==> src/rtl/learn_guide.sv <==
// Guided-lesson sequencer: shows the next song note, judges each debounced key press
// against it and keeps hit/wrong/miss scores for the lesson.
module learn_guide #(
   parameter int DEBOUNCE    = 2_000_000,
   parameter int UNIT_CYCLES = 50_000_000
) (
   input  logic       clk,
   input  logic       rst,
   input  logic       start,
   input  logic [4:0] key,
   input  logic [4:0] song_music,
   input  logic [2:0] song_interval,
   output logic [5:0] song_cnt,
   output logic [4:0] expect_note,
   output logic       busy,
   output logic       done,
   output logic       hit,
   output logic       wrong,
   output logic       miss,
   output logic [5:0] hit_cnt,
   output logic [5:0] wrong_cnt,
   output logic [5:0] miss_cnt
);

   localparam int TW = $clog2(7 * UNIT_CYCLES + 1);
   localparam int DW = (DEBOUNCE > 1) ? $clog2(DEBOUNCE) : 1;

   localparam logic [2:0] IDLE         = 3'd0;
   localparam logic [2:0] FETCH        = 3'd1;
   localparam logic [2:0] WAIT_PRESS   = 3'd2;
   localparam logic [2:0] DEBOUNCE_ST  = 3'd3;
   localparam logic [2:0] WAIT_RELEASE = 3'd4;
   localparam logic [2:0] DONE_ST      = 3'd5;

   logic [2:0]    state;
   logic [TW-1:0] timer;
   logic [TW-1:0] load_val;
   logic [2:0]    units;
   logic [DW-1:0] deb_cnt;
   logic [4:0]    held_key;
   logic          advance;

   function automatic logic [5:0] sat_inc(input logic [5:0] v);
      return (v == 6'd63) ? v : v + 6'd1;
   endfunction

   // A zero-length interval still gets one full unit so every note can be played
   assign units    = (song_interval == 3'd0) ? 3'd1 : song_interval;
   assign load_val = TW'(units) * TW'(UNIT_CYCLES);

   assign busy = (state != IDLE) && (state != DONE_ST);
   assign done = (state == DONE_ST);

   always_ff @(posedge clk) begin
      if (rst) begin
         state       <= IDLE;
         song_cnt    <= '0;
         expect_note <= '0;
         hit         <= 1'b0;
         wrong       <= 1'b0;
         miss        <= 1'b0;
         hit_cnt     <= '0;
         wrong_cnt   <= '0;
         miss_cnt    <= '0;
         timer       <= '0;
         deb_cnt     <= '0;
         held_key    <= '0;
         advance     <= 1'b0;
      end else begin
         hit   <= 1'b0;
         wrong <= 1'b0;
         miss  <= 1'b0;
         case (state)
            IDLE, DONE_ST: begin
               if (start) begin
                  state       <= FETCH;
                  song_cnt    <= '0;
                  expect_note <= '0;
                  hit_cnt     <= '0;
                  wrong_cnt   <= '0;
                  miss_cnt    <= '0;
                  advance     <= 1'b0;
               end
            end
            FETCH: begin
               if (song_music == 5'd0) begin
                  state       <= DONE_ST;
                  expect_note <= '0;
               end else begin
                  state       <= WAIT_PRESS;
                  expect_note <= song_music;
                  timer       <= load_val;
               end
            end
            WAIT_PRESS: begin
               if (timer <= TW'(1)) begin
                  timer    <= '0;
                  miss     <= 1'b1;
                  miss_cnt <= sat_inc(miss_cnt);
                  advance  <= 1'b1;
                  state    <= WAIT_RELEASE;
               end else begin
                  timer <= timer - TW'(1);
                  if (key != 5'd0) begin
                     held_key <= key;
                     deb_cnt  <= '0;
                     state    <= DEBOUNCE_ST;
                  end
               end
            end
            DEBOUNCE_ST: begin
               // Timeout wins over a debounce that completes on the same cycle
               if (timer <= TW'(1)) begin
                  timer    <= '0;
                  miss     <= 1'b1;
                  miss_cnt <= sat_inc(miss_cnt);
                  advance  <= 1'b1;
                  state    <= WAIT_RELEASE;
               end else begin
                  timer <= timer - TW'(1);
                  if (key != held_key) begin
                     state <= WAIT_PRESS;
                  end else if (deb_cnt == DW'(DEBOUNCE - 1)) begin
                     state <= WAIT_RELEASE;
                     if (held_key == expect_note) begin
                        hit     <= 1'b1;
                        hit_cnt <= sat_inc(hit_cnt);
                        advance <= 1'b1;
                     end else begin
                        wrong     <= 1'b1;
                        wrong_cnt <= sat_inc(wrong_cnt);
                        advance   <= 1'b0;
                     end
                  end else begin
                     deb_cnt <= deb_cnt + DW'(1);
                  end
               end
            end
            WAIT_RELEASE: begin
               // A wrong note retries the same note with whatever time is left
               if (key == 5'd0) begin
                  if (!advance) begin
                     state <= WAIT_PRESS;
                  end else if (song_cnt == 6'd63) begin
                     state       <= DONE_ST;
                     expect_note <= '0;
                  end else begin
                     song_cnt <= song_cnt + 6'd1;
                     state    <= FETCH;
                  end
               end
            end
            default: state <= IDLE;
         endcase
      end
   end

endmodule

==> config.mk <==
export PLATFORM = sky130hd
export DESIGN_NAME = learn_guide
export DESIGN_NICKNAME = d
export VERILOG_FILES = /design/src/rtl/learn_guide.sv
export SDC_FILE = /design/constraint.sdc
export NUM_CORES = 1
export LEC_CHECK = 0
export ABC_AREA = 1
export CAP_MARGIN = 20
export CORE_MARGIN = 1.5
export CORE_UTILIZATION = 25
export CTS_CLUSTER_DIAMETER = 80
export DETAILED_ROUTE_END_ITERATION = 8
export SLEW_MARGIN = 10
export SYNTH_ARGS = -nofsm -noshare
export SYNTH_HDL_FRONTEND = slang
export SYNTH_SLANG_ARGS = --single-unit
==> constraint.sdc <==
create_clock -name clk -period 8.46 [get_ports clk]
set_clock_uncertainty 0.15 [all_clocks]
set_input_delay 1.269 -clock clk [delete_from_list [all_inputs] [get_ports clk]]
set_output_delay 1.269 -clock clk [all_outputs]
set_load 0.02 [all_outputs]
==> metrics.txt <==
DRT iter0 DRCs=586; Sum Neg Setup Slack=0 ps; DR WL/cell=13.1 um; final cycle utilization of the critical path=50.0%; CP max FO=8; clock-pin slew on the worst setup and hold paths=60 ps; worst setup margin=4230 ps; total core area=26,300 um2; Die W=167 um; Final #Nets=1,105; Seq cells post-synth=91; Fin. Hold Viols=0; pwr/cell area=319 nW/um2; Mapped Cells=1,042; Yosys warning count=0; Detail Route Antenna Nets=0; global-route wire length before repair=30,800 um; Buffers on Ports=49; Slew @ Worst Pin=677 ps; htree depth=3; final WL=18,500 um; postcts setup bufs=0; Root Driver=clkbuf_16; FP Rows=59; max cap viols=0; Crit. End Element=flop; number of antenna violations at the first check in global routing=0; Sw Pwr=1.28 mW; Async S/R FF share, synth=0%; Slew Limit Fails=0; # resized after CTS=0; Syn-to-layout area delta=15.0%; Final Critical Period=4230 ps; status=complete, no violations; Die H=167 um; TritonCTS clock tree=built; Critical Path AT=4330 ps; Num CTS Buffers=9; critical path type=primary input to flop; First-pass DRT Iterations=4; crit start category=primary input; r2r setup slk=5550 ps; synthesized area=6750 um2; Power, Total=2.48 mW; Critical Path RT=8560 ps; Mean Syn Cell Area=6.48 um2; endpoints failing setup=0; part of the power in the clock network=16.1%; non-filler cells, final=1,414; Total GRT Usage=13.4%; Hold Buf Count CTS=0; Post-Place Cells=1,397; Mapped Nets=1,073; f_max=236 MHz; largest net degree at the start of global routing=46; Initial Util=25.7%; grt total ovfl=0; DR DRC count=0; vias per inst=4.69; hold slack final=324 ps; CTS Buffer Depth=2; final instance area=7760 um2; number of diodes=0; Netlist cell types=50; placed inst area=7460 um2; vias post-DR=6,637; fraction of layout cells with a size suffix above 1=11.9%; die area=28,000 um2; slew margin rel.=54.8%; Comb pwr share=57.9%; peak supply drop=0.000115 V; Worst-Skew Late Latency=350 ps; # clock sinks=91; # IOs=50; sequential area share after synthesis=27.0%; dpl hpwl=13,600 um; worst hold path type=flop to flop; vias in the first global route=6,094; Seq pwr share=26.1%; ys flop type=dfxtp_1; Setup WS pre-CTS=3940 ps; number of synthesized flops with an enable pin=0; internal power=1.19 mW; RSZ-0062 raised after global routing=no; Final Core Density=29.5%; GPL Wtd Cong=0.921; sw frac=51.9%; leakage power=3.09 nW
==> per-layer routing <==
metal | up-vias | wire length [um] | track usage (%)
met3 | 19 | 870 | 2.27
met4 | 0 | 319 | 3.60
met5 | - | 0 | 0
li1 | 3430 | - | -
met1 | 3005 | 9540 | 19.5
met2 | 183 | 7750 | 20.4
==> power by group through the flow <==
| stage | Combinational, mW | Sequential [mW] | Clock (mW) |
|---|---|---|---|
| after detailed placement | 1.42 | 0.651 | 0 |
| after global routing | 1.60 | 0.663 | 0.431 |
| after global placement | 1.42 | 0.652 | 0 |
| final | 1.43 | 0.646 | 0.398 |
| after CTS | 1.43 | 0.643 | 0.412 |
| after floorplan | 1.12 | 0.636 | 0 |
==> cell usage in the layout, fill, tap and decap left out, types with 4 or more instances in the layout <==
master	count
a21oi_1	59
a21oi_2	19
a31oi_1	8
clkbuf_16	9
clkdlybuf4s50_1	48
dfxtp_1	91
ha_1	14
inv_1	106
inv_2	14
nand2_1	231
nand2_2	21
nand2_4	7
nand3_1	69
nand3_2	14
nand3b_1	4
nand4_1	24
nor2_1	158
nor2_2	16
nor2_4	6
nor3_1	23
nor3b_1	5
o21ai_0	50
o21ai_1	4
xnor2_1	10
xor2_1	29
==> Yosys cell counts (2+ instances only) <==
| cell type | number | area, um2 |
|---|---|---|
| o21ai_0 | 50 | 250 |
| nor2_2 | 16 | 100 |
| nand2_4 | 7 | 78.8 |
| nor2_4 | 6 | 67.6 |
| nor2_1 | 158 | 593 |
| a21oi_1 | 59 | 295 |
| nor3_1 | 23 | 115 |
| xnor2_1 | 10 | 87.6 |
| buf_12 | 2 | 40.0 |
| o21ai_1 | 4 | 20.0 |
| a21o_1 | 2 | 15.0 |
| nand2_2 | 21 | 131 |
| nand2_1 | 231 | 867 |
| nand3_1 | 69 | 345 |
| nand3b_1 | 4 | 30.0 |
| nor3b_1 | 5 | 37.5 |
| inv_2 | 14 | 52.6 |
| o21bai_1 | 2 | 15.0 |
| buf_2 | 9 | 45.0 |
| inv_1 | 106 | 398 |
| nand4_1 | 24 | 150 |
| dfxtp_1 | 91 | 1820 |
| ha_1 | 14 | 175 |
| a211oi_1 | 2 | 15.0 |
| nor2_8 | 2 | 40.0 |
| xor2_1 | 29 | 254 |
| a31oi_1 | 8 | 50.1 |
| buf_6 | 5 | 56.3 |
| nor3_2 | 2 | 20.0 |
| a21oi_2 | 19 | 166 |
| clkbuf_1 | 13 | 48.8 |
| o32ai_1 | 2 | 17.5 |
| nor3_4 | 2 | 32.5 |
| nand3_2 | 14 | 140 |
| buf_4 | 2 | 15.0 |
==> worst paths after layout <==
| path | start | depth (start not counted) | endpoint |
|---|---|---|---|
| max | song_interval[1] | 17 | timer[27] |
| min | miss_cnt[5] | 2 | miss_cnt[5] |
| max reg2reg | state[2] | 9 | timer[6] |
| min reg2reg | miss_cnt[5] | 2 | miss_cnt[5] |
==> sequential cells by signal, indices dropped and copies added, names as in the netlist <==
name / count
deb_cnt: 21
expect_note: 5
held_key: 5
state: 3
wrong_cnt: 6
hit_cnt: 6
advance: 1
timer: 29
hit: 1
wrong: 1
miss_cnt: 6
song_cnt: 6
miss: 1
==> critical path: stages <==
cell	delay (ps)
clkdlybuf4s50_1	620
nor2_1	100
nor2_1	210
inv_1	100
ha_1	200
nor2_1	200
inv_1	100
ha_1	430
a21oi_1	140
o21ai_0	360
nor2_1	120
o21ai_1	190
nand2_1	70
nand2_1	70
nand3_1	60
nand2_1	60
inv_1	30
==> kinds of logic after synthesis <==
family / after synthesis / synth area share [%]
flip-flops: 91 / 27.0
AO/OA/AOI/OAI: 154 / 13.4
XOR/XNOR: 39 / 5.06
adder cells (fa/ha/maj): 15 / 2.89
AND/OR/NAND/NOR: 591 / 41.8
buffers and inverters: 152 / 9.94
==> layout make-up <==
cell class	count	area, um2
clock buffer	13	270
clock inverter	3	21.3
fill	2881	18500
inverter	120	450
multi-input combinational	799	4260
sequential	91	1820
tap	335	419
timing repair buffer	53	523
Power figures use the tool's default switching activity.
